<file path="src/rtl/mips_cpu_bus_lsu.sv">
// Load/store unit: one CPU byte/half/word request becomes one word-aligned bus transfer.
// Latency: store 2, load 3, misaligned 1 cycle(s) + 1 per stalled bus edge; one request in flight.
module mips_cpu_bus_lsu #(
  parameter int ADDR_W = 32
) (
  input  logic              clk,
  input  logic              reset_n,
  input  logic              req_valid,
  output logic              req_ready,
  input  logic              req_write,
  input  logic [1:0]        req_size,
  input  logic              req_signed,
  input  logic [ADDR_W-1:0] req_addr,
  input  logic [31:0]       req_wdata,
  output logic              resp_valid,
  output logic [31:0]       resp_rdata,
  output logic              resp_err,
  output logic [ADDR_W-1:0] address,
  output logic              read,
  output logic              write,
  output logic [3:0]        byteenable,
  output logic [31:0]       writedata,
  input  logic              waitrequest,
  input  logic [31:0]       readdata
);

  typedef enum logic [1:0] {S_IDLE, S_BUS, S_RDATA, S_RESP} state_t;

  state_t            state_q, state_d;
  logic              write_q;
  logic [1:0]        size_q;
  logic              signed_q;
  logic [ADDR_W-1:0] addr_q;
  logic [3:0]        be_q;
  logic [31:0]       wdata_q;
  logic              err_q;
  logic [31:0]       rdata_q;

  logic              misalign;
  logic [3:0]        be_in;
  logic [31:0]       wd_in;
  logic [7:0]        ld_byte;
  logic [15:0]       ld_half;
  logic [31:0]       ld_data;

  // size 11 is never legal, so it is folded into the misaligned case
  always_comb begin
    misalign = (req_size == 2'b11) ||
               (req_size == 2'b01 && req_addr[0]) ||
               (req_size == 2'b10 && req_addr[1:0] != 2'b00);
  end

  always_comb begin
    be_in = 4'b1111;
    wd_in = req_wdata;
    case (req_size)
      2'b00: begin
        be_in = 4'b0001 << req_addr[1:0];
        wd_in = {4{req_wdata[7:0]}};
      end
      2'b01: begin
        be_in = req_addr[1] ? 4'b1100 : 4'b0011;
        wd_in = {2{req_wdata[15:0]}};
      end
      default: ;
    endcase
  end

  always_comb begin
    ld_byte = readdata[7:0];
    case (addr_q[1:0])
      2'b01:   ld_byte = readdata[15:8];
      2'b10:   ld_byte = readdata[23:16];
      2'b11:   ld_byte = readdata[31:24];
      default: ;
    endcase
    ld_half = addr_q[1] ? readdata[31:16] : readdata[15:0];
    case (size_q)
      2'b00:   ld_data = {{24{signed_q & ld_byte[7]}}, ld_byte};
      2'b01:   ld_data = {{16{signed_q & ld_half[15]}}, ld_half};
      default: ld_data = readdata;
    endcase
  end

  always_comb begin
    state_d = state_q;
    case (state_q)
      S_IDLE:  if (req_valid) state_d = misalign ? S_RESP : S_BUS;
      S_BUS:   if (!waitrequest) state_d = write_q ? S_RESP : S_RDATA;
      S_RDATA: state_d = S_RESP;
      S_RESP:  state_d = S_IDLE;
      default: state_d = S_IDLE;
    endcase
  end

  always_ff @(posedge clk or negedge reset_n) begin
    if (!reset_n) begin
      state_q  <= S_IDLE;
      write_q  <= 1'b0;
      size_q   <= 2'b00;
      signed_q <= 1'b0;
      addr_q   <= '0;
      be_q     <= 4'b0000;
      wdata_q  <= 32'h0;
      err_q    <= 1'b0;
      rdata_q  <= 32'h0;
    end else begin
      state_q <= state_d;
      if (state_q == S_IDLE && req_valid) begin
        write_q  <= req_write;
        size_q   <= req_size;
        signed_q <= req_signed;
        addr_q   <= req_addr;
        be_q     <= misalign ? 4'b0000 : be_in;
        wdata_q  <= wd_in;
        err_q    <= misalign;
        rdata_q  <= 32'h0;
      end
      if (state_q == S_RDATA) rdata_q <= ld_data;
    end
  end

  // ready is gated by reset so it reads 0 for the whole time reset is held
  assign req_ready  = reset_n && (state_q == S_IDLE);
  assign address    = {addr_q[ADDR_W-1:2], 2'b00};
  assign read       = (state_q == S_BUS) && !write_q;
  assign write      = (state_q == S_BUS) && write_q;
  assign byteenable = be_q;
  assign writedata  = wdata_q;
  assign resp_valid = (state_q == S_RESP);
  assign resp_err   = resp_valid && err_q;
  assign resp_rdata = rdata_q;

endmodule

</file>
<file path="config.mk">
export PLATFORM = sky130hd
export DESIGN_NAME = mips_cpu_bus_lsu
export DESIGN_NICKNAME = d
export VERILOG_FILES = /design/src/rtl/mips_cpu_bus_lsu.sv
export SDC_FILE = /design/constraint.sdc
export NUM_CORES = 1
export LEC_CHECK = 0
export ABC_CLOCK_PERIOD_IN_PS = 2400
export CAP_MARGIN = 5
export CORE_ASPECT_RATIO = 0.8
export CORE_UTILIZATION = 44
export CTS_CLUSTER_SIZE = 12
export DETAILED_ROUTE_END_ITERATION = 8
export PLACE_DENSITY_LB_ADDON = 0.3
export SLEW_MARGIN = 40
export SYNTH_ARGS = -nofsm -noshare
export SYNTH_HDL_FRONTEND = slang
export SYNTH_SLANG_ARGS = --single-unit
</file>
<file path="constraint.sdc">
create_clock -name clk -period 2.4 [get_ports clk]
set_clock_uncertainty 0.15 [all_clocks]
set_input_delay 0.36 -clock clk [delete_from_list [all_inputs] [get_ports clk]]
set_output_delay 0.36 -clock clk [all_outputs]
set_load 0.05 [all_outputs]
</file>
==> reports/qor.txt <==
CP max stage delay = 0.83 ns
Initial DRT Pass Iterations = 4
Share of cells above drive strength 1 = 0.134
Final wirelength = 13,300 um
Setup TNS = 0 ns
Largest net degree at the start of global routing = 108
Worst hold path type = primary input to async pin
Remaining antenna violation count = 0
Leakage = 3.22 nW
Setup bufs post-CTS = 0
Area occupied by multi-input gates = 2110 um^2
WHS = 0.00953 ns
Residual DRC count = 0
Core area = 11,500 um^2
Via count = 4,170
Fmax = 435 MHz
Die area = 12,200 um^2
DR WL/cell = 16.8 um
Area Growth Syn to Fin = 45.0%
NumNets Final = 752
Req. time, crit path = 1.89 ns
Starting Density = 0.451
Hold Violations, Final = 0
Seq cells post-synth = 107
ANT cells = 0
H-Tree Depth = 3
Hold-fix buffers, CTS = 0
Reg2Reg Depth = 4
Max Fanout on Critical Path = 5
MaxCap Viol Count = 0
Root Driver = clkbuf_16
IO buf count = 206
DR iter-0 viols = 208
Final min period = 2.30 ns
Unrepaired setup endpoints after global routing = false
CTS Buffer Depth = 2
Slowest stage cell on the critical path = clkdlybuf4s50_1
Vias in the first global route = 4,207
TritonCTS Buffers = 9
Gr usage total = 0.225
Sequential fraction of the synthesis area = 0.516
Mapped cell area = 5190 um^2
Via/cell ratio = 5.25
Register area = 2680 um^2
Gpl congestion = 0.792
CP endpoint kind = output pin
Final Setup Violations = 0
Max-slew violation count = 0
Placed Area = 7210 um^2
Power Dens Cells = 1530 nW/um^2
Flop-to-flop setup slack = 0.35 ns
Die width = 123 um
Cell variety after synth = 39
Site Rows = 35
Final period util = 0.957
Clk pin slew, worst setup/hold paths = 0.07 ns
YS warnings = 0
Max rail drop VDD = 1030 uV
Hpwl dp = 9810 um
Slew @ Worst Pin = 0.589 ns
CP Launch Type = register
WS Path Type = register to output pin
PostCTS Resize Cnt = 0
Design Area, Final = 7520 um^2
# fillers = 922
Crit path arrival time = 1.79 ns
Num Clock Sinks = 107
Max-slew headroom = 0.607
Outcome = finished clean
CTS tree = done
Syn_area_per_cell = 10.9 um^2
Die Height = 99.1 um
Top-Level Pins = 209
Crit-path cells = ha_1 > clkdlybuf4s50_1
Gr ovfl total = 0
Initial antenna violation count = 0
First-pass GRT wire length = 21,200 um
Cells after Synth = 475
Later-pin clock latency in the skew report = 0.34 ns
==> worst max-delay path, delay by kind of cell, from the launching register on <==
family                   cells  cell delay (ns)
flip-flops                   1             0.41
buffers and inverters        1             0.83
adder cells (fa/ha/maj)      1             0.21
==> cell type report <==
class | count | share of cell area
tap | 148 | 0.0246
clock buffer | 11 | 0.0323
clock inverter | 4 | 0.00998
multi-input combinational | 296 | 0.280
inverter | 7 | 0.00349
timing repair buffer | 222 | 0.293
sequential | 107 | 0.356
==> metal layers <==
layer,share of wire,track usage,vias up
met4,0.010,0.0602,0
met1,0.43,0.297,2023
met2,0.48,0.362,165
met3,0.087,0.0636,11
li1,-,-,1971
met5,0,0,-
==> path summary, 6_finish.rpt <==
path                               startpoint        endpoint
worst max-delay path               state_q[1]      resp_valid
worst min-delay path                  reset_n   resp_rdata[4]
worst max register to register     state_q[0]  resp_rdata[17]
worst min register to register  writedata[26]   writedata[26]
max in group asynchronous             reset_n      addr_q[31]
min in group clk                writedata[26]   writedata[26]
==> where the power goes <==
part,switching [mW],internal (mW)
clock network,0.635,0.938
registers,0.524,2.63
logic,4.30,2.51
==> state kept, by name (all words and copies together) (netlist names) <==
register	flops
addr_q	32
write_q	1
signed_q	1
writedata	32
size_q	2
byteenable	4
resp_rdata	32
err_q	1
state_q	2
==> cell usage after synthesis <==
| master | count | share of area |
|---|---|---|
| or2_2 | 1 | 0.0012 |
| mux2_2 | 44 | 0.095 |
| buf_4 | 33 | 0.048 |
| inv_1 | 7 | 0.0051 |
| a21o_1 | 1 | 0.0014 |
| dfrtp_1 | 107 | 0.52 |
| nand2_1 | 54 | 0.039 |
| nand2b_1 | 1 | 0.0012 |
| and2_1 | 4 | 0.0048 |
| nand3b_1 | 1 | 0.0014 |
| ha_1 | 5 | 0.012 |
| a221o_1 | 16 | 0.031 |
| or3_1 | 7 | 0.0084 |
| o22ai_4 | 1 | 0.0039 |
| a2111oi_0 | 1 | 0.0017 |
| nor3_1 | 2 | 0.0019 |
| a21oi_1 | 20 | 0.019 |
| o21ai_0 | 53 | 0.051 |
| o2111a_2 | 1 | 0.0024 |
| nor2_2 | 1 | 0.0012 |
| o22ai_1 | 8 | 0.0096 |
| buf_2 | 10 | 0.0096 |
| or3b_2 | 1 | 0.0017 |
| o2bb2ai_1 | 1 | 0.0017 |
| nor2b_1 | 10 | 0.012 |
| clkbuf_1 | 20 | 0.014 |
| buf_6 | 1 | 0.0022 |
| xor2_1 | 1 | 0.0017 |
| buf_1 | 2 | 0.0014 |
| a211oi_1 | 8 | 0.012 |
| nor3b_1 | 1 | 0.0014 |
| a22oi_1 | 2 | 0.0029 |
| nor2_1 | 8 | 0.0058 |
| o21ba_2 | 1 | 0.0019 |
| mux2i_1 | 36 | 0.069 |
| a31oi_1 | 1 | 0.0012 |
| o31ai_1 | 2 | 0.0029 |
| o21a_1 | 1 | 0.0014 |
| conb_1 | 1 | 0.00072 |
==> logic make-up (layout without fill, tap and decap cells) <==
kind of cell,count (synthesis),in the layout,share of synthesized area
compound gates,117,117,0.144
xor+xnor,1,1,0.00169
mux,80,80,0.165
simple gates,91,91,0.0803
other cells,1,2,0.000723
fa+ha+maj,5,5,0.0121
flops,107,107,0.516
buf+inv,73,244,0.0805
==> stage by stage <==
step / cells / util / setup slack (ns) / power (mW)
after floorplan: 476 / - / 0.472 / 8.05
after global placement: 780 / 0.626 / 0.215 / 9.85
after detailed placement: 780 / 0.626 / 0.160 / 10.0
after CTS: 795 / 0.653 / 0.0913 / 11.6
after global routing: 795 / 0.653 / 0.0456 / 12.2
final: 795 / 0.653 / 0.103 / 11.5
==> layout by cell type, fill, tap and decap left out, types with 3 or more instances in the layout <==
cell type,instances
a211oi_1,8
a21oi_1,19
a221o_1,16
and2_1,4
buf_12,3
buf_4,18
clkbuf_16,9
clkdlybuf4s50_1,201
dfrtp_1,107
ha_1,5
inv_1,7
mux2_2,44
mux2i_1,36
nand2_1,53
nor2_1,8
nor2b_1,10
o21ai_0,53
o22ai_1,8
or3_1,7
Note: power is estimated with default switching activity, not from simulation.
